===== config.mk =====
export PLATFORM = sky130hd
export DESIGN_NAME = ram_arbiter_flat
export DESIGN_NICKNAME = d
export VERILOG_FILES = /design/src/rtl/ram_arbiter_if.sv /design/src/rtl/ram_arbiter.sv /design/src/flat_wrapper.sv
export SDC_FILE = /design/constraint.sdc
export NUM_CORES = 1
export LEC_CHECK = 0
export ABC_CLOCK_PERIOD_IN_PS = 5100
export BUFFER_PORTS_ARGS = -buffer_cell sky130_fd_sc_hd__buf_2
export CELL_PAD_IN_SITES_DETAIL_PLACEMENT = 0
export CELL_PAD_IN_SITES_GLOBAL_PLACEMENT = 1
export CORE_MARGIN = 2
export CORE_UTILIZATION = 33
export DETAILED_ROUTE_END_ITERATION = 16
export PLACE_DENSITY = 0.85
export SLEW_MARGIN = 20
export SYNTH_ARGS = -nofsm -noshare
export SYNTH_HDL_FRONTEND = slang
export SYNTH_SLANG_ARGS = --single-unit

===== constraint.sdc =====
create_clock -name clock -period 5.1 [get_ports clock]
set_input_delay 0.51 -clock clock [delete_from_list [all_inputs] [get_ports clock]]
set_output_delay 0.51 -clock clock [all_outputs]
set_load 0.05 [all_outputs]

===== src/rtl/ram_arbiter_if.sv =====
// Requester-side bus of the block-RAM arbiter.
// Addresses and data are packed per requester: slot i at [i*w +: w].
interface ram_arbiter_if #(
    parameter int width   = 8,
    parameter int widthad = 10,
    parameter int NREQ    = 3
);
    logic [NREQ-1:0]         req;
    logic [NREQ-1:0]         we;
    logic [NREQ*widthad-1:0] addr;
    logic [NREQ*width-1:0]   wdata;
    logic [NREQ-1:0]         ack;
    logic [NREQ-1:0]         rvalid;
    logic [width-1:0]        rdata;

    modport master (
        output req, we, addr, wdata,
        input  ack, rvalid, rdata
    );

    modport slave (
        input  req, we, addr, wdata,
        output ack, rvalid, rdata
    );
endinterface


===== src/rtl/ram_arbiter.sv =====
// Round-robin arbiter sharing one single-port block RAM among NREQ requesters.
// One access per clock; read data is routed back through a tag pipeline.
module ram_arbiter #(
    parameter int width   = 8,
    parameter int widthad = 10,
    parameter int NREQ    = 3,
    parameter int RD_LAT  = 2
) (
    input  logic               clock,
    input  logic               reset,
    ram_arbiter_if.slave       bus,
    output logic [widthad-1:0] ram_address,
    output logic [width-1:0]   ram_data,
    output logic               ram_wren,
    input  logic [width-1:0]   ram_q
);
    localparam int IW = $clog2(NREQ);

    logic [IW-1:0] last;
    logic [IW-1:0] win;
    logic [IW-1:0] cand;
    logic          found;

    // Tag slot s is visible s cycles after the issue edge; ram_q lines up
    // with slot RD_LAT because the RAM captures our registered address.
    logic [RD_LAT:0] tag_v;
    logic [IW-1:0]   tag_i [RD_LAT+1];

    always_comb begin
        found = 1'b0;
        win   = last;
        cand  = '0;
        for (int k = 1; k <= NREQ; k++) begin
            cand = IW'((int'(last) + k) % NREQ);
            if (!found && bus.req[cand]) begin
                found = 1'b1;
                win   = cand;
            end
        end
    end

    always_ff @(posedge clock) begin
        if (reset) begin
            last        <= IW'(NREQ - 1);
            bus.ack     <= '0;
            ram_wren    <= 1'b0;
            ram_address <= '0;
            ram_data    <= '0;
            tag_v       <= '0;
            for (int s = 0; s <= RD_LAT; s++) begin
                tag_i[s] <= '0;
            end
        end else begin
            bus.ack  <= '0;
            ram_wren <= 1'b0;
            tag_v    <= {tag_v[RD_LAT-1:0], found && !bus.we[win]};
            tag_i[0] <= win;
            for (int s = 1; s <= RD_LAT; s++) begin
                tag_i[s] <= tag_i[s-1];
            end
            if (found) begin
                last         <= win;
                bus.ack[win] <= 1'b1;
                ram_address  <= bus.addr[int'(win)*widthad +: widthad];
                ram_data     <= bus.wdata[int'(win)*width +: width];
                ram_wren     <= bus.we[win];
            end
        end
    end

    always_comb begin
        bus.rvalid = '0;
        if (tag_v[RD_LAT]) begin
            bus.rvalid[tag_i[RD_LAT]] = 1'b1;
        end
    end

    assign bus.rdata = ram_q;
endmodule

===== src/flat_wrapper.sv =====
// flat-port wrapper written by rule: the top's interface ports become plain ports
module ram_arbiter_flat 
#(
    parameter int width   = 8,
    parameter int widthad = 10,
    parameter int NREQ    = 3,
    parameter int RD_LAT  = 2
)
  (clock, reset, ram_address, ram_data, ram_wren, ram_q, bus_req, bus_we, bus_addr, bus_wdata, bus_ack, bus_rvalid, bus_rdata);
  ram_arbiter_if #(.width(width), .widthad(widthad), .NREQ(NREQ)) bus_i ();
  input  logic clock;
  input  logic reset;
  output logic [widthad-1:0] ram_address;
  output logic [width-1:0] ram_data;
  output logic ram_wren;
  input  logic [width-1:0] ram_q;
  input wire logic [$bits(bus_i.req)-1:0] bus_req;
  input wire logic [$bits(bus_i.we)-1:0] bus_we;
  input wire logic [$bits(bus_i.addr)-1:0] bus_addr;
  input wire logic [$bits(bus_i.wdata)-1:0] bus_wdata;
  output wire logic [$bits(bus_i.ack)-1:0] bus_ack;
  output wire logic [$bits(bus_i.rvalid)-1:0] bus_rvalid;
  output wire logic [$bits(bus_i.rdata)-1:0] bus_rdata;
  assign bus_i.req = bus_req;
  assign bus_i.we = bus_we;
  assign bus_i.addr = bus_addr;
  assign bus_i.wdata = bus_wdata;
  assign bus_ack = bus_i.ack;
  assign bus_rvalid = bus_i.rvalid;
  assign bus_rdata = bus_i.rdata;
  ram_arbiter #(.width(width), .widthad(widthad), .NREQ(NREQ), .RD_LAT(RD_LAT)) u_core (.clock(clock), .reset(reset), .bus(bus_i), .ram_address(ram_address), .ram_data(ram_data), .ram_wren(ram_wren), .ram_q(ram_q));
endmodule

==> results.yml, run 1 <==
timing:
  worst_slew_margin_rel_pct: 36.6
  layout_setup_ws_ps: 1990
  setup_repair_after_global_routing_missed_its_margin: "no"
  timing.hold.ws_ps: 438
  final_period_minus_worst_setup_slack_ps: 3110
  final-max-slew-violation-count: 0
  final.setup_skew_ps: 2.64
  finalHoldViolations: 0
  timing.final.setup_violations: 0
  timing_worst_slew_pin_value_ps: 948
  fin_tns_setup_ps: 0
  layout_worst_path_cycle_share_pct: 61.0
  fmax_mhz: 321
global_route:
  grt_resource_usage_total_pct: 16.0
  first_global_vias: 1786
  global_route_wire_length_before_repair_um: 7980
  initial_antenna_violation_count: 0
  gr-total-overflow: 0
  largest_net_degree_at_the_start_of_global_routing: 26
yosys:
  yosys-top-cells-area: "sky130_fd_sc_hd__dfxtp_1, sky130_fd_sc_hd__a221o_1, sky130_fd_sc_hd__a21oi_1"
  synth.lib_cells_used.distinct: 44
  synth.largest_area_cell: "sky130_fd_sc_hd__dfxtp_1"
  netlist.area_leader.share_pct: 35.8
  synth_enable_flop_cells: 0
  synth_flop_cell: "sky130_fd_sc_hd__dfxtp_1"
  netlist_instances: 203
  postSynthNetCount: 277
  synth.yosys.seq_area_share_pct: 35.8
  yosys_register_bits: 33
  number_of_warnings_issued_by_yosys: 0
  syn-cell-area_um2: 1840
  syn_avg_cell_area_um2: 9.08
  ys_async_sr_fraction_pct: 0
die:
  core.rowCount: 27
  initial_core_util_pct: 33.9
  floorplan.core_area_um2: 5440
  dieHeight_um: 78.7
  die_width_um: 78.7
  die_area_um2: 6200
  ioPinCount: 103
critical_path:
  cp_max_fo: 20
  critical_path.slowest_cell: "sky130_fd_sc_hd__o211ai_2"
  critical-path-max-stage-delay_ps: 770
  worstRegToRegCells: 8
  setup.worst_path.class: "reg -> reg"
  ordered_cell_list_for_the_critical_path: "inv_1, ha_1, mux2_4, mux2_2, o311a_4, o211ai_2, a21oi_1, a221o_1"
  critical_path.reg2reg.endpoint: "u_core.ram_data[0]"
  cp-start-kind: "register"
  timing.rr.start: "u_core.last[0]"
  reg2reg_slack_ps: 1990
  critical_path_arrival_ps: 3270
  setup.worst_path.end_class: "register"
  worst_ep_required_time_ps: 5260
  crit_start: "u_core.last[0]"
clock_network:
  post_cts.resized_instances: 0
  clk_pin_slew_ps: 70
  clock_tree_from_tritoncts: "built"
  cts_hold_buffers: 0
  clk_sinks: 33
  insertion_delay_ps: 270
  max-clock-path-buffers: 2
  cts-root-buf: "sky130_fd_sc_hd__clkbuf_8"
  cts-buffers-inserted: 5
  ctsHtreeMaxLevel: 2
  post_cts_buffers: 0
run:
  max_cap_viol_count: 0
placement:
  globalplace.congestion: 0.786
  dp_worst_setup_slack_ps: 2000
  place.detailed.hpwl_um: 3610
  buffer_ports.inserted: 86
route:
  drt_pass_1_iters: 4
  route.detailed.wl_per_inst_um: 14.3
  antenna_violating_nets_post_route: 0
  sum_of_routed_wire_length_over_all_layers_um: 4980
  detail_route.iter0.violations: 77
  drc: 0
  route.detailed.vias_per_inst: 5.21
  total_via_count_in_the_routed_design: 1817
cells_and_area:
  final_layout_size_suffix_gt1_share_pct: 39.0
  layout-area-overhead-vs-synth_pct: 26.5
  antenna_cells_inserted: 0
  finalNetCount: 350
pwr:
  vdd.ir_drop.worst_mv: 0.347
  cellPowerDensity_nw_per_um2: 783
  leakage_nw: 1.09
hold_path:
  min_from: "u_core.tag_v[0]"
  whs_endpoint: "u_core.tag_v[1]"
  cell_depth_of_the_worst_min_delay_path: 1
  hold_class: "reg -> reg"
status:
  outcome: "complete, no violations"
==> registers in the layout, indices dropped and copies added, names as in the netlist <==
signal and flops:
u_core.ram_address 10, u_core.ram_data 8, u_core.tag_i 6, u_core.bus.ack 3, u_core.tag_v 3, u_core.last 2
u_core.ram_wren 1
==> cell families after synthesis <==
logic type / count (synthesis) / share of synthesized area, %
multiplexers: 8 / 5.97
buffers and inverters: 25 / 8.89
AND/OR/NAND/NOR: 59 / 17.8
adder cells (fa/ha/maj): 4 / 2.72
flip-flops: 33 / 35.8
AO/OA/AOI/OAI: 74 / 28.8
==> critical path, delay by kind of cell, from the launching register on <==
kind | cells | cell delay [ps]
AO/OA/AOI/OAI | 4 | 1480
multiplexers | 2 | 660
adder cells (fa/ha/maj) | 1 | 390
flip-flops | 1 | 330
buffers and inverters | 1 | 140
==> layout make-up <==
cell class	instances	area [µm²]
fillers	554	3110
multi-input cells	145	1020
flip-flops and latches	33	661
repair buffers	89	453
clock buffers	7	96.3
well taps	72	90.1
inverters	2	7.51
clock inverters	1	5.00
==> worst max path at each step <==
stage                                  to  slack, ps  depth (start not counted)
detailed placement     u_core.ram_data[2]       2000                          8
global placement       u_core.ram_data[2]       2030                          8
CTS                    u_core.ram_data[0]       2000                          8
finish                 u_core.ram_data[0]       1990                          8
floorplan           u_core.ram_address[0]       2700                         10
global route        u_core.ram_address[4]       1800                          7
==> stage by stage <==
stage / utilization, % / total power [mW] / area [µm²] / instances
after global placement: 41.0 / 1.60 / 2230 / 341
after global routing: 42.9 / 1.97 / 2330 / 349
after detailed placement: 41.0 / 1.61 / 2230 / 341
after floorplan: - / 1.41 / 1840 / 203
final: 42.9 / 1.82 / 2330 / 349
after CTS: 42.9 / 1.83 / 2330 / 349
==> synth_stat cells, drive strengths merged (2+ instances only) <==
cell	count
clkbuf	6
nand3b	2
nand3	18
dfxtp	33
a221o	18
mux2i	3
a21oi	22
o211ai	2
nor2	9
and3	2
ha	4
a31oi	2
inv	2
and2	3
nor2b	9
nand2b	2
mux2	5
buf	17
nand2	5
nor3b	3
o21ai	21
==> cells in the final DEF (no fill, tap or decap), types with 3 or more instances in the layout <==
cell                       count
sky130_fd_sc_hd__clkbuf_8      7
sky130_fd_sc_hd__nor2_1        9
sky130_fd_sc_hd__mux2_4        3
sky130_fd_sc_hd__a21oi_1      21
sky130_fd_sc_hd__ha_1          4
sky130_fd_sc_hd__nand2_1       5
sky130_fd_sc_hd__nand3_1      18
sky130_fd_sc_hd__buf_2        86
sky130_fd_sc_hd__buf_4         3
sky130_fd_sc_hd__dfxtp_1      33
sky130_fd_sc_hd__a221o_1      18
sky130_fd_sc_hd__o21ai_0      21
sky130_fd_sc_hd__and2_1        3
sky130_fd_sc_hd__nor2b_1       9
==> metal layers <==
| layer | GRT usage, % | vias up | wire (µm) |
|---|---|---|---|
| met1 | 20.3 | 840 | 2200 |
| met3 | 5.34 | 4 | 446 |
| met4 | 4.56 | 0 | 33 |
| li1 | - | 898 | - |
| met2 | 26.0 | 75 | 2300 |
| met5 | 0 | - | 0 |
==> where the power goes <==
part           leakage, nW  switching (mW)  internal, mW
registers            0.272          0.0402         0.354
logic                0.760           0.788         0.430
clock network       0.0542          0.0904         0.122
total                 1.09           0.919         0.906
(Power assumes the default switching activity.)
==> inputs of run 2 (changes only) <==
- ABC_CLOCK_PERIOD_IN_PS: 5100 -> 2500
- CORE_UTILIZATION: 33 -> 28
- PLACE_DENSITY: 0.85 -> 0.77
- clock period: 5.1 -> 2.5 ns (I/O delays scaled with it)
==> results.yml, run 2 (same netlist as run 1, synthesis figures left out) <==
timing:
  final-max-slew-violation-count: 0
  fmax_mhz: 405
  timing_worst_slew_pin_value_ps: 320
  layout_setup_ws_ps: 32.3
  final.setup_skew_ps: 5.19
  timing.hold.ws_ps: 194
  worst_slew_margin_rel_pct: 78.6
  layout_worst_path_cycle_share_pct: 98.7
  finalHoldViolations: 0
  setup_repair_after_global_routing_missed_its_margin: "yes"
  timing.final.setup_violations: 0
  final_period_minus_worst_setup_slack_ps: 2470
route:
  drc: 0
  route.detailed.vias_per_inst: 5.04
  antenna_violating_nets_post_route: 0
  route.detailed.wl_per_inst_um: 14.8
  total_via_count_in_the_routed_design: 1900
  detail_route.iter0.violations: 145
  sum_of_routed_wire_length_over_all_layers_um: 5570
  drt_pass_1_iters: 4
cells_and_area:
  final_cell_mix: "sky130_fd_sc_hd__buf_2, sky130_fd_sc_hd__dfxtp_1, sky130_fd_sc_hd__o21ai_0, sky130_fd_sc_hd__a21oi_1"
  register_name_with_the_most_flops: "u_core.ram_address"
  filler_cells_inserted: 637
  finalNetCount: 373
  biggestRegsByFlops: "u_core.ram_address: 10 flops, u_core.ram_data: 8 flops, u_core.tag_i: 6 flops"
  fin_area_um2: 2640
  layout-area-overhead-vs-synth_pct: 43.1
  largest_reg_flops: 10
  final_layout_size_suffix_gt1_share_pct: 45.3
  final_common_cell: "sky130_fd_sc_hd__buf_2"
  antenna_cells_inserted: 0
pwr:
  power_frac_clock_pct: 8.3
  vdd.ir_drop.worst_mv: 0.831
  leakage_nw: 1.22
  p_int_mw: 2.36
  p_comb_share_pct: 72.9
  seq_power_share_pct: 18.8
  cellPowerDensity_nw_per_um2: 1680
  p_switching_mw: 2.07
  switching_share_pct: 46.8
placement:
  dpl_cell_area_um2: 2370
  buffer_ports.inserted: 86
  place.detailed.hpwl_um: 3970
  globalplace.congestion: 0.865
  dp_worst_setup_slack_ps: -250
critical_path:
  worst_ep_required_time_ps: 2660
  cp_max_fo: 5
  cp-start-kind: "register"
  critical_path_arrival_ps: 2630
  setup.worst_path.end_class: "register"
  setup.worst_path.class: "reg -> reg"
die:
  dieHeight_um: 85.1
  die_area_um2: 7250
  ioPinCount: 103
  floorplan.core_area_um2: 6350
  die_width_um: 85.1
  core.rowCount: 29
  initial_core_util_pct: 29.0
global_route:
  grt_resource_usage_total_pct: 14.5
  gr-total-overflow: 0
  largest_net_degree_at_the_start_of_global_routing: 21
  initial_antenna_violation_count: 0
  first_global_vias: 1807
  global_route_wire_length_before_repair_um: 8500
status:
  outcome: "complete, no violations"
clock_network:
  cts-buffers-inserted: 5
  max-clock-path-buffers: 2
  clk_sinks: 33
  clock_tree_from_tritoncts: "built"
  insertion_delay_ps: 270
  ctsHtreeMaxLevel: 2
  cts-root-buf: "sky130_fd_sc_hd__clkbuf_8"
  clk_pin_slew_ps: 60
run:
  max_cap_viol_count: 0
hold_path:
  hold_class: "in -> reg"
run 2: metal layers:
layer / vias to the layer above / share of wire (%) / GRT usage, %
met1: 860 / 45 / 19.8
li1: 950 / - / -
met4: 0 / 1.2 / 4.18
met2: 83 / 46 / 22.4
met3: 7 / 7.9 / 4.18
met5: - / 0 / 0
run 2: path summary, 6_finish.rpt:
check                                        start                     to  slack [ps]  cells past startpoint
worst max-delay path                u_core.last[0]  u_core.ram_address[4]          30                     10
worst max register to register      u_core.last[0]  u_core.ram_address[4]          30                     10
worst min-delay path                  bus_addr[29]  u_core.ram_address[9]         190                      2
worst min register to register  u_core.tag_i[0][1]     u_core.tag_i[0][3]         430                      1
run 2: area by class of cell:
type | instances | area, µm² | share of cell area (%)
Tap cell | 77 | 96.3 | 3.65
Sequential cell | 33 | 668 | 25.3
Timing Repair Buffer | 112 | 713 | 27.0
Clock buffer | 8 | 80.1 | 3.04
Multi-Input combinational cell | 145 | 1070 | 40.6
Inverter | 2 | 10.0 | 0.380
run 2: power by group through the flow:
stage               registers (mW)  logic (mW)  clock network (mW)
detailed placement           0.814        2.83                   0
CTS                          0.810        2.84               0.387
floorplan                     1.22        1.66                   0
global placement             0.817        2.79                   0
global route                 0.852        3.46               0.405
finish                       0.834        3.23               0.368
run 2: per-stage QoR:
stage / utilization (%) / power [mW] / cells / setup TNS, ps
after floorplan: - / 2.88 / 203 / 0
after global placement: 37.4 / 3.61 / 361 / -1730
after detailed placement: 37.4 / 3.64 / 361 / -4340
after CTS: 38.7 / 4.04 / 369 / 0
after global routing: 41.5 / 4.71 / 377 / -94.2
final: 41.5 / 4.43 / 377 / 0
run 2: what timing repair did:
| action | CTS | global route |
|---|---|---|
| pin swaps | 0 | 2 |
| cloned | 0 | 2 |
| buffers inserted | 0 | 6 |
| gates resized for setup | 1 | 21 |
| hold buffers | 0 | 0 |
| endpoints found under the setup margin | 18 | 21 |
run 2: worst max-delay path, stage by stage (launching register included):
cell and delay, ps:
sky130_fd_sc_hd__dfxtp_4 380, sky130_fd_sc_hd__inv_4 50, sky130_fd_sc_hd__ha_4 160, sky130_fd_sc_hd__mux2_4 320, sky130_fd_sc_hd__mux2_4 290, sky130_fd_sc_hd__o311a_4 380
sky130_fd_sc_hd__o211ai_4 200, sky130_fd_sc_hd__buf_6 150, sky130_fd_sc_hd__clkbuf_16 140, sky130_fd_sc_hd__a21oi_1 40, sky130_fd_sc_hd__a221o_1 260
==> inputs of run 3 (changes only) <==
- CORE_MARGIN: 2 -> 5
==> results.yml, run 3 (same netlist as run 1, synthesis figures left out) <==
cells_and_area:
  antenna_cells_inserted: 0
  finalNetCount: 372
  fin_area_um2: 2620
  final_cell_mix: "sky130_fd_sc_hd__buf_2, sky130_fd_sc_hd__dfxtp_1, sky130_fd_sc_hd__o21ai_0, sky130_fd_sc_hd__buf_4, sky130_fd_sc_hd__a21oi_1"
  biggestRegsByFlops: "u_core.ram_address: 10 flops, u_core.ram_data: 8 flops, u_core.tag_i: 6 flops"
  final_layout_size_suffix_gt1_share_pct: 46.5
  layout-area-overhead-vs-synth_pct: 42.0
  register_name_with_the_most_flops: "u_core.ram_address"
  final_common_cell: "sky130_fd_sc_hd__buf_2"
  largest_reg_flops: 10
global_route:
  global_route_wire_length_before_repair_um: 9840
  grt_resource_usage_total_pct: 14.1
  largest_net_degree_at_the_start_of_global_routing: 19
  gr-total-overflow: 0
  first_global_vias: 1971
  initial_antenna_violation_count: 0
timing:
  timing.hold.ws_ps: 188
  final.setup_skew_ps: 9.50
  finalHoldViolations: 0
  fin_tns_setup_ps: 0
  layout_setup_ws_ps: 27.9
  worst_slew_margin_rel_pct: 72.9
  final-max-slew-violation-count: 0
  timing.final.setup_violations: 0
  layout_worst_path_cycle_share_pct: 98.9
  final_period_minus_worst_setup_slack_ps: 2470
  timing_worst_slew_pin_value_ps: 403
  fmax_mhz: 405
clock_network:
  ctsHtreeMaxLevel: 2
  clk_sinks: 33
  cts-root-buf: "sky130_fd_sc_hd__clkbuf_8"
  cts-buffers-inserted: 5
  clock_tree_from_tritoncts: "built"
  clk_pin_slew_ps: 80
  insertion_delay_ps: 290
  max-clock-path-buffers: 2
route:
  total_via_count_in_the_routed_design: 1931
  drt_pass_1_iters: 5
  drc: 0
  route.detailed.wl_per_inst_um: 16.4
  route.detailed.vias_per_inst: 5.14
  sum_of_routed_wire_length_over_all_layers_um: 6150
  detail_route.iter0.violations: 134
  antenna_violating_nets_post_route: 0
placement:
  buffer_ports.inserted: 86
  globalplace.congestion: 0.830
  dp_worst_setup_slack_ps: 27.7
  dpl_cell_area_um2: 2390
  place.detailed.hpwl_um: 4450
die:
  dieHeight_um: 91.1
  die_width_um: 91.1
  ioPinCount: 103
  core.rowCount: 29
  floorplan.core_area_um2: 6390
  initial_core_util_pct: 28.9
  die_area_um2: 8300
critical_path:
  crit_top_cell: "sky130_fd_sc_hd__mux2_4"
  ordered_cell_list_for_the_critical_path: "inv_4, ha_4, mux2_4, mux2_4, o311a_4, o211ai_4, clkbuf_16, a21oi_1, a221o_1"
  critical_path_arrival_ps: 2640
  critical-path-max-stage-delay_ps: 380
  critical_path.slowest_cell: "sky130_fd_sc_hd__dfxtp_4"
  timing.rr.start: "u_core.last[0]"
  reg2reg_slack_ps: 30
  setup.worst_path.end_class: "register"
  worst_ep_required_time_ps: 2670
  setup.worst_path.class: "reg -> reg"
  cp_max_fo: 6
  worstRegToRegCells: 9
  cp-start-kind: "register"
  critical_path.reg2reg.endpoint: "u_core.ram_data[4]"
hold_path:
  min_from: "bus_wdata[19]"
  hold_class: "in -> reg"
  cell_depth_of_the_worst_min_delay_path: 2
  whs_endpoint: "u_core.ram_data[3]"
pwr:
  cellPowerDensity_nw_per_um2: 1700
  vdd.ir_drop.worst_mv: 1.26
  leakage_nw: 1.22
run:
  max_cap_viol_count: 0
status:
  outcome: "complete, no violations"
run 3: layout make-up:
type,count,area (µm²)
clock buffers,7,86.3
clock inverters,1,30.0
fillers,653,3770
inverters,2,10.0
multi-input cells,145,1060
flip-flops and latches,33,668
well taps,77,96.3
repair buffers,111,664
run 3: worst max-delay path: cells and delay by family (launching register included):
family / cells / cell delay [ps]
flip-flops: 1 / 380
multiplexers: 2 / 590
buffers and inverters: 2 / 260
AO/OA/AOI/OAI: 4 / 970
adder cells (fa/ha/maj): 1 / 150
run 3: timing repair:
item,4_1_cts,5_1_grt
gates cloned,0,1
resized for setup,1,16
pin swaps,0,3
setup endpoints to repair,1,20
hold buffers,0,0
setup buffers,0,4
run 3: how the worst max path moves through the flow:
stage                              start                    end
after global routing      u_core.last[0]  u_core.ram_address[0]
after global placement    u_core.last[1]     u_core.ram_data[7]
after CTS                 u_core.last[1]     u_core.ram_data[6]
after floorplan           u_core.last[0]  u_core.ram_address[0]
final                     u_core.last[0]     u_core.ram_data[4]
after detailed placement  u_core.last[0]     u_core.ram_data[6]
run 3: report_power, final:
group | internal (mW) | leakage [nW] | total, mW | switching [mW]
Clock | 0.325 | 0.0585 | 0.532 | 0.207
Combinational | 1.30 | 0.885 | 3.10 | 1.80
Sequential | 0.732 | 0.273 | 0.827 | 0.0953
Total | 2.36 | 1.22 | 4.46 | 2.10
run 3: per-stage QoR:
| stage | total power, mW | std cells | util, % |
|---|---|---|---|
| after floorplan | 2.88 | 203 | - |
| after global placement | 3.62 | 363 | 37.4 |
| after detailed placement | 3.66 | 363 | 37.4 |
| after CTS | 4.24 | 371 | 39.4 |
| after global routing | 4.79 | 376 | 41.0 |
| final | 4.46 | 376 | 41.0 |
run 3: per-layer routing:
metal / share of wire [%] / track usage, %
met5: 0 / 0
met4: 0.41 / 3.18
met3: 8.3 / 3.88
met2: 46 / 21.4
met1: 45 / 19.9
